==> src/rtl/shift_receiver_framed.sv <==
// Framed serial-to-parallel receiver: assembles WIDTH-bit words while enable is high,
// rejects runt/overflow frames and queues good words in a DEPTH-entry valid/ready FIFO.
module shift_receiver_framed #(
  parameter int unsigned WIDTH     = 16,
  parameter int unsigned DEPTH     = 4,
  parameter bit          MSB_FIRST = 1'b1,
  parameter int unsigned ERR_CNT_W = 8
) (
  input  logic                 CLK,
  input  logic                 RST_N,
  input  logic                 enable,
  input  logic                 signal_in,
  input  logic                 out_ready,
  output logic [WIDTH-1:0]     signal_out,
  output logic                 out_valid,
  output logic                 fifo_full,
  output logic [ERR_CNT_W-1:0] runt_cnt,
  output logic [ERR_CNT_W-1:0] ovf_cnt,
  output logic [ERR_CNT_W-1:0] drop_cnt,
  output logic                 err_pulse
);

  localparam int unsigned CNT_W = $clog2(WIDTH + 1);
  localparam int unsigned PTR_W = $clog2(DEPTH);
  localparam int unsigned OCC_W = PTR_W + 1;
  localparam logic [CNT_W-1:0] FULL_CNT = CNT_W'(WIDTH);
  localparam logic [OCC_W-1:0] FULL_OCC = OCC_W'(DEPTH);

  typedef enum logic [1:0] {S_IDLE, S_SHIFT, S_OVER} state_t;

  state_t               r_state, w_state_nxt;
  logic [WIDTH-1:0]     r_sreg;
  logic [CNT_W-1:0]     r_bit_cnt;
  logic [WIDTH-1:0]     r_mem [DEPTH];
  logic [PTR_W-1:0]     r_wr_ptr, r_rd_ptr;
  logic [OCC_W-1:0]     r_occ;
  logic [ERR_CNT_W-1:0] r_runt, r_ovf, r_drop;
  logic                 r_err;

  logic w_first, w_shift, w_clr, w_push, w_runt, w_ovf;
  logic w_pop, w_wr, w_drop;

  function automatic logic [WIDTH-1:0] f_shift(input logic [WIDTH-1:0] s, input logic b);
    if (MSB_FIRST) f_shift = {s[WIDTH-2:0], b};
    else           f_shift = {b, s[WIDTH-1:1]};
  endfunction

  always_ff @(posedge CLK or negedge RST_N) begin
    if (!RST_N) r_state <= S_IDLE;
    else        r_state <= w_state_nxt;
  end

  always_comb begin
    w_state_nxt = r_state;
    w_first     = 1'b0;
    w_shift     = 1'b0;
    w_clr       = 1'b0;
    w_push      = 1'b0;
    w_runt      = 1'b0;
    w_ovf       = 1'b0;
    unique case (r_state)
      S_IDLE: begin
        if (enable) begin
          w_first     = 1'b1;
          w_state_nxt = S_SHIFT;
        end
      end
      S_SHIFT: begin
        if (enable) begin
          if (r_bit_cnt == FULL_CNT) w_state_nxt = S_OVER;
          else                       w_shift     = 1'b1;
        end else begin
          w_clr       = 1'b1;
          w_push      = (r_bit_cnt == FULL_CNT);
          w_runt      = (r_bit_cnt != FULL_CNT);
          w_state_nxt = S_IDLE;
        end
      end
      S_OVER: begin
        if (!enable) begin
          w_ovf       = 1'b1;
          w_clr       = 1'b1;
          w_state_nxt = S_IDLE;
        end
      end
      default: w_state_nxt = S_IDLE;
    endcase
  end

  always_ff @(posedge CLK or negedge RST_N) begin
    if (!RST_N) begin
      r_sreg    <= '0;
      r_bit_cnt <= '0;
    end else if (w_clr) begin
      r_sreg    <= '0;
      r_bit_cnt <= '0;
    end else if (w_first) begin
      r_sreg    <= f_shift('0, signal_in);
      r_bit_cnt <= CNT_W'(1);
    end else if (w_shift) begin
      r_sreg    <= f_shift(r_sreg, signal_in);
      r_bit_cnt <= r_bit_cnt + CNT_W'(1);
    end
  end

  // A pop in the same cycle frees a slot, so a push into a full FIFO still lands.
  assign w_pop  = out_valid && out_ready;
  assign w_wr   = w_push && (!fifo_full || w_pop);
  assign w_drop = w_push && fifo_full && !w_pop;

  always_ff @(posedge CLK) begin
    if (w_wr) r_mem[r_wr_ptr] <= r_sreg;
  end

  always_ff @(posedge CLK or negedge RST_N) begin
    if (!RST_N) begin
      r_wr_ptr <= '0;
      r_rd_ptr <= '0;
      r_occ    <= '0;
    end else begin
      if (w_wr)  r_wr_ptr <= r_wr_ptr + PTR_W'(1);
      if (w_pop) r_rd_ptr <= r_rd_ptr + PTR_W'(1);
      if (w_wr && !w_pop)      r_occ <= r_occ + OCC_W'(1);
      else if (!w_wr && w_pop) r_occ <= r_occ - OCC_W'(1);
    end
  end

  always_ff @(posedge CLK or negedge RST_N) begin
    if (!RST_N) begin
      r_runt <= '0;
      r_ovf  <= '0;
      r_drop <= '0;
      r_err  <= 1'b0;
    end else begin
      if (w_runt && (r_runt != '1)) r_runt <= r_runt + ERR_CNT_W'(1);
      if (w_ovf  && (r_ovf  != '1)) r_ovf  <= r_ovf  + ERR_CNT_W'(1);
      if (w_drop && (r_drop != '1)) r_drop <= r_drop + ERR_CNT_W'(1);
      r_err <= w_runt | w_ovf | w_drop;
    end
  end

  // Head word is masked while empty so reset and drained states read as zero.
  assign out_valid  = (r_occ != '0);
  assign fifo_full  = (r_occ == FULL_OCC);
  assign signal_out = out_valid ? r_mem[r_rd_ptr] : '0;
  assign runt_cnt   = r_runt;
  assign ovf_cnt    = r_ovf;
  assign drop_cnt   = r_drop;
  assign err_pulse  = r_err;

endmodule

==> config.mk <==
export PLATFORM = sky130hd
export DESIGN_NAME = shift_receiver_framed
export DESIGN_NICKNAME = d
export VERILOG_FILES = /design/src/rtl/shift_receiver_framed.sv
export SDC_FILE = /design/constraint.sdc
export NUM_CORES = 1
export LEC_CHECK = 0
export ABC_AREA = 1
export CORE_UTILIZATION = 30
export DETAILED_ROUTE_END_ITERATION = 6
export GPL_ROUTABILITY_DRIVEN = 0
export PLACE_DENSITY_LB_ADDON = 0.3
export SYNTH_ARGS = -nofsm -noshare
export SYNTH_HDL_FRONTEND = slang
export SYNTH_SLANG_ARGS = --single-unit
export TNS_END_PERCENT = 10
==> constraint.sdc <==
create_clock -name CLK -period 6.6 [get_ports CLK]
set_input_delay 0.99 -clock CLK [delete_from_list [all_inputs] [get_ports CLK]]
set_output_delay 0.99 -clock CLK [all_outputs]
set_load 0.01 [all_outputs]
* After elaboration in Yosys (flattened, before gate mapping)
Memories as Yosys holds them, arrays and structs flattened. Index checks and enable logic that the tools add are counted.
Word-level totals: word-level logic and storage cells 79, bits in registers 55, memories 1, RAM bits 64
Cells by class: equal/unequal tests 11, reduce and logical (&&, ||, !) cells 19, mux-type cells 28, bitwise gates (word level) 2, add/subtract/negate cells 8
Memories:
- r_mem | depth 4, width 16, rd ports 1, clocked after memory_dff 0, wr ports 1, RTL line 34 | logic [WIDTH-1:0] r_mem [DEPTH];
Operator list (number):
- 16-bit 2-to-1 mux | 4
- 8-bit by 1-bit adder with 8-bit output (second input constant) | 3
- 8-bit inequality test (second input constant) | 3
- 5-bit 2-to-1 mux | 3
- 1-bit 2-to-1 mux | 14
- 1-bit logical AND | 9
- 2-bit 2-to-1 mux | 4
- 3-bit 2-to-1 mux | 2
- 2-bit one-hot mux with 3 select lines | 1
- 3-bit nonzero test | 2
- 5-bit by 1-bit adder with 5-bit output (second input constant) | 1
- 5-bit == test (second input constant) | 1
- 5-bit inequality test (second input constant) | 1
- 2-bit by 1-bit adder with 2-bit output (second input constant) | 2
- 2-bit inequality test (second input constant) | 2
- 3-bit by 1-bit adder with 3-bit output (second input constant) | 1
- 3-bit == test (second input constant) | 1
- 1-bit zero test | 3
- 3-bit inequality test (second input constant) | 1
- 3-bit AND reduction | 1
- 3-bit by 1-bit subtractor with 3-bit output (second input constant) | 1
- 2-bit by 1-bit == test with 1-bit output (second input constant) | 1
- 2-bit == test (second input constant) | 1
- 2-bit zero test | 1
- 4 further kinds | 5

* Longest topological paths before layout
word-level depth 8, mapped depth 14

* Worst setup path after synthesis
OpenSTA, ideal clock, no wires.
path kind input port to flip-flop, from input port enable, to register r_occ[2], data arrival time 2463 ps, setup time 131 ps, cell stages on the path 11, buffers on the path 0, setup slack 4006 ps, path through nor2_2 nand3_1 inv_1 nand2_1 inv_1 ha_1 inv_1 fa_1 a21oi_1 o21ai_0 xor2_1
On the way: cells in the longest elaborated chain, start to end 6
Ends and longest elaborated chain:
- start: declaration | RTL line 11 | input logic enable,
- 1-bit 2-to-1 mux * | RTL line 69 | if (enable) begin
- 1-bit 2-to-1 mux * | RTL line 61 | unique case (r_state)
- 1-bit logical AND * | RTL line 108 | assign w_wr = w_push && (!fifo_full || w_pop);
- named net w_wr | RTL line 41 | logic w_pop, w_wr, w_drop;
- 1-bit zero test | RTL line 124 | else if (!w_wr && w_pop) r_occ <= r_occ - OCC_W'(1);
- 1-bit logical AND | RTL line 124
- 2-bit nonzero test (no source line)
- end signal: assignment | RTL line 123 | if (w_wr && !w_pop) r_occ <= r_occ + OCC_W'(1);
- end signal: assignment | RTL line 124
- end: declaration | RTL line 36 | logic [OCC_W-1:0] r_occ;
The timed path passes the listed nets; every way through them passes the cells marked *. A chain may end at the register's enable or synchronous reset.

* Worst setup path after layout
from register r_rd_ptr[1], to output port signal_out[1]
On the way: cells in the longest elaborated chain, start to end 2
Ends and longest elaborated chain:
- start: declaration | RTL line 35 | logic [PTR_W-1:0] r_wr_ptr, r_rd_ptr;
- start signal: assignment | RTL line 122 | if (w_pop) r_rd_ptr <= r_rd_ptr + PTR_W'(1);
- memory read 4 x 16 bit
- 16-bit 2-to-1 mux | RTL line 145 | assign signal_out = out_valid ? r_mem[r_rd_ptr] : '0;
- end: declaration | RTL line 14 | output logic [WIDTH-1:0] signal_out,
Every way passes these cells.

==> results.py <==
metrics = {
    "critical_path": {
        "crit_arrival_ns": 2.61,
        "crit_path_end_kind": "primary output",
        "cp.required_ns": 5.61,
        "start_kind": "flop",
        "critical_path_class": "flop to primary output",
        "worst-path-max-fanout": 18,
    },
    "pwr": {
        "swShare_pct": 32.78,
        "powerDensity_nw_per_um2": 392.3,
        "p_comb_share_pct": 29.8,
        "seqPwrFrac_pct": 34.5,
        "peakVddDrop_uv": 231.3,
        "switching_power_uw": 876.5,
        "p_clk_share_pct": 35.8,
        "leakage_uw": 0.002936,
        "intPower_uw": 1798,
    },
    "sta": {
        "timing.final.crit_share_pct": 54.62,
        "fmax_mhz": 277.4,
        "clock_skew_ns": 0.007402,
        "max_slew_margin_pct": 18.30,
        "rsz0062_at_grt": "false",
        "hold_ws_ns": 0.5118,
        "period_needed_ns": 3.605,
        "setup_tns_ns": 0,
        "hold_viol_final": 0,
        "drv_slew": 0,
        "setup_violations": 0,
        "worst_pin_slew_ns": 1.221,
    },
    "logic_synthesis": {
        "syn-cell-area_sq_um": 5485,
        "avgSynthCellArea_sq_um": 9.657,
        "synthCells": 568,
        "synth.distinct_cells": 31,
        "yosys_warnings": 0,
        "synth_seq_cells": 119,
        "ys_seq_area_share_pct": 60.13,
        "synth_nets": 587,
    },
    "clock_network": {
        "cts_root_buffer": "clkbuf_16",
        "cts_resized": 0,
        "clk_pin_slew_ns": 0.06,
        "cts_tree": "done",
        "cts_sinks": 119,
        "ctsHoldBuffers": 0,
        "post-cts-setup-buffer-count": 0,
        "htree_levels": 4,
        "clk_latency_ns": 0.41,
        "cts_buffers": 17,
        "cts_max_path_buffers": 2,
    },
    "flow_run": {
        "maxCapViolations": 0,
    },
    "global_routing": {
        "track_usage_pct": 12.97,
        "grt_max_degree": 56,
        "antenna_found_initial": 0,
        "grt_pass1_wl_um": 18370,
        "grt_overflow": 0,
        "first_global_vias": 3624,
    },
    "floorplanning": {
        "dieArea_sq_um": 18830,
        "boundaryPins": 48,
        "die_h_um": 137.2,
        "num_rows": 49,
        "core_region_area_sq_um": 17960,
        "start_util_pct": 30.54,
        "die_w_um": 137.2,
    },
    "run_status": {
        "outcome": "finished, final reports clean",
    },
    "placement": {
        "dp_hpwl_um": 7233,
        "port_buffers": 47,
    },
    "route": {
        "first_pass_iters": 4,
        "postRouteAntennaNets": 0,
        "viasPerCell": 4.432,
        "wl_per_cell_um": 12.62,
        "first_iter_violations": 230,
        "num_vias": 3847,
        "drt_wl_total_um": 10960,
        "drc_errors": 0,
    },
    "cells_and_area": {
        "num_antenna_cells": 0,
        "final_cell_mix": "nor2_1, nand2_1, inv_1",
        "final_common_cell": "nor2_1",
        "drive_above_1_share_pct": 9.077,
        "synthToLayoutAreaGrowth_pct": 24.29,
        "nets": 645,
    },
    "worst_hold_path": {
        "hold_path_class": "flop to flop",
    },
}
[metal layers]
| layer | global-route usage, % | part of all wire, % |
|---|---|---|
| met1 | 16.83 | 49 |
| met2 | 20.06 | 46 |
| met3 | 3.974 | 4.6 |
| met4 | 5.311 | 0.97 |
| met5 | 0 | 0 |
[stage by stage]
stage | std cells | total power (uW) | cell area, sq um | utilization [%] | setup WS [ns]
after floorplan | 568 | 1420 | 5485 | - | 4.006
after global placement | 836 | 1727 | 6201 | 34.52 | 3.116
after detailed placement | 836 | 1743 | 6201 | 34.52 | 3.052
after CTS | 868 | 2710 | 6818 | 37.95 | 2.871
after global routing | 868 | 2853 | 6818 | 37.95 | 2.724
final | 868 | 2674 | 6818 | 37.95 | 2.995
[power by group through the flow]
stage	registers (uW)	clock network (uW)	logic, uW
final	921	956	797
after global routing	935	1010	907
after floorplan	916	0	504
after detailed placement	935	0	808
after global placement	931	0	796
after CTS	922	974	814
[cells by family after synthesis]
kind of cell,count (synthesis),share of synthesized area (%)
AND/OR/NAND/NOR,244,18.84
XOR/XNOR,17,2.715
AO/OA/AOI/OAI,83,8.257
adder cells (fa/ha/maj),14,3.330
buffers and inverters,91,6.729
flip-flops,119,60.13
[cell type report]
| cell class | instances | area [sq um] |
|---|---|---|
| multi-input combinational | 358 | 1818 |
| clock buffer | 17 | 425.4 |
| fill | 1768 | 11150 |
| timing repair buffer | 52 | 503.0 |
| sequential | 119 | 3298 |
| inverter | 78 | 295.3 |
| clock inverter | 15 | 191.4 |
| tap | 229 | 286.5 |
[state kept, by name (all words and copies together), names as in the netlist]
signal     cells
drop_cnt       8
r_bit_cnt      5
ovf_cnt        8
r_occ          3
r_wr_ptr       2
r_rd_ptr       2
r_mem         64
runt_cnt       8
r_state        2
err_pulse      1
r_sreg        16
[Yosys cell counts]
cell type    n  area, sq um
a21boi_0     1        7.510
o211ai_1     2        15.01
nor3_1       5        25.02
dfrtp_1     55         1376
nand2_1     96        360.4
nand2_2      2        12.51
a21oi_1     26        130.1
buf_2        5        25.02
edfxtp_1    64         1922
nand3_1     20        100.1
nor2_2       3        18.77
buf_8        1        15.01
inv_2        2        7.510
clkinv_1     1        3.750
o21ai_1      5        25.02
ha_1        13        162.7
o21ai_0     41        205.2
nor2_1     105        394.1
buf_6        1        11.26
a21oi_2      8        70.07
inv_1       74        277.8
inv_4        1        6.260
buf_1        1        3.750
nor2_8       2        40.04
nand4_1      6        37.54
xor2_1       9        78.83
nand2_4      2        22.52
clkbuf_1     5        18.77
xnor2_1      8        70.07
fa_1         1        20.02
nand3b_1     3        22.52
[critical path, stage by stage (launching register included)]
cell and delay (ns):
dfrtp_1 0.71, inv_1 0.48, nor2_1 0.18, o21ai_0 0.10
a21oi_1 0.18, clkdlybuf4s50_1 0.56
[path summary, 6_finish.rpt]
kind | cells past startpoint | start | slack (ns) | endpoint
setup / recovery | 5 | r_rd_ptr[1] | 3.00 | signal_out[1]
hold / removal | 2 | ovf_cnt[5] | 0.51 | ovf_cnt[5]
setup reg to reg | 8 | r_state[1] | 4.00 | r_mem[0][5]
hold reg to reg | 2 | ovf_cnt[5] | 0.51 | ovf_cnt[5]
max in group asynchronous | 2 | RST_N | 5.41 | r_rd_ptr[1]
min in group asynchronous | 2 | RST_N | 0.70 | drop_cnt[5]
Power figures use the tool's default switching activity.
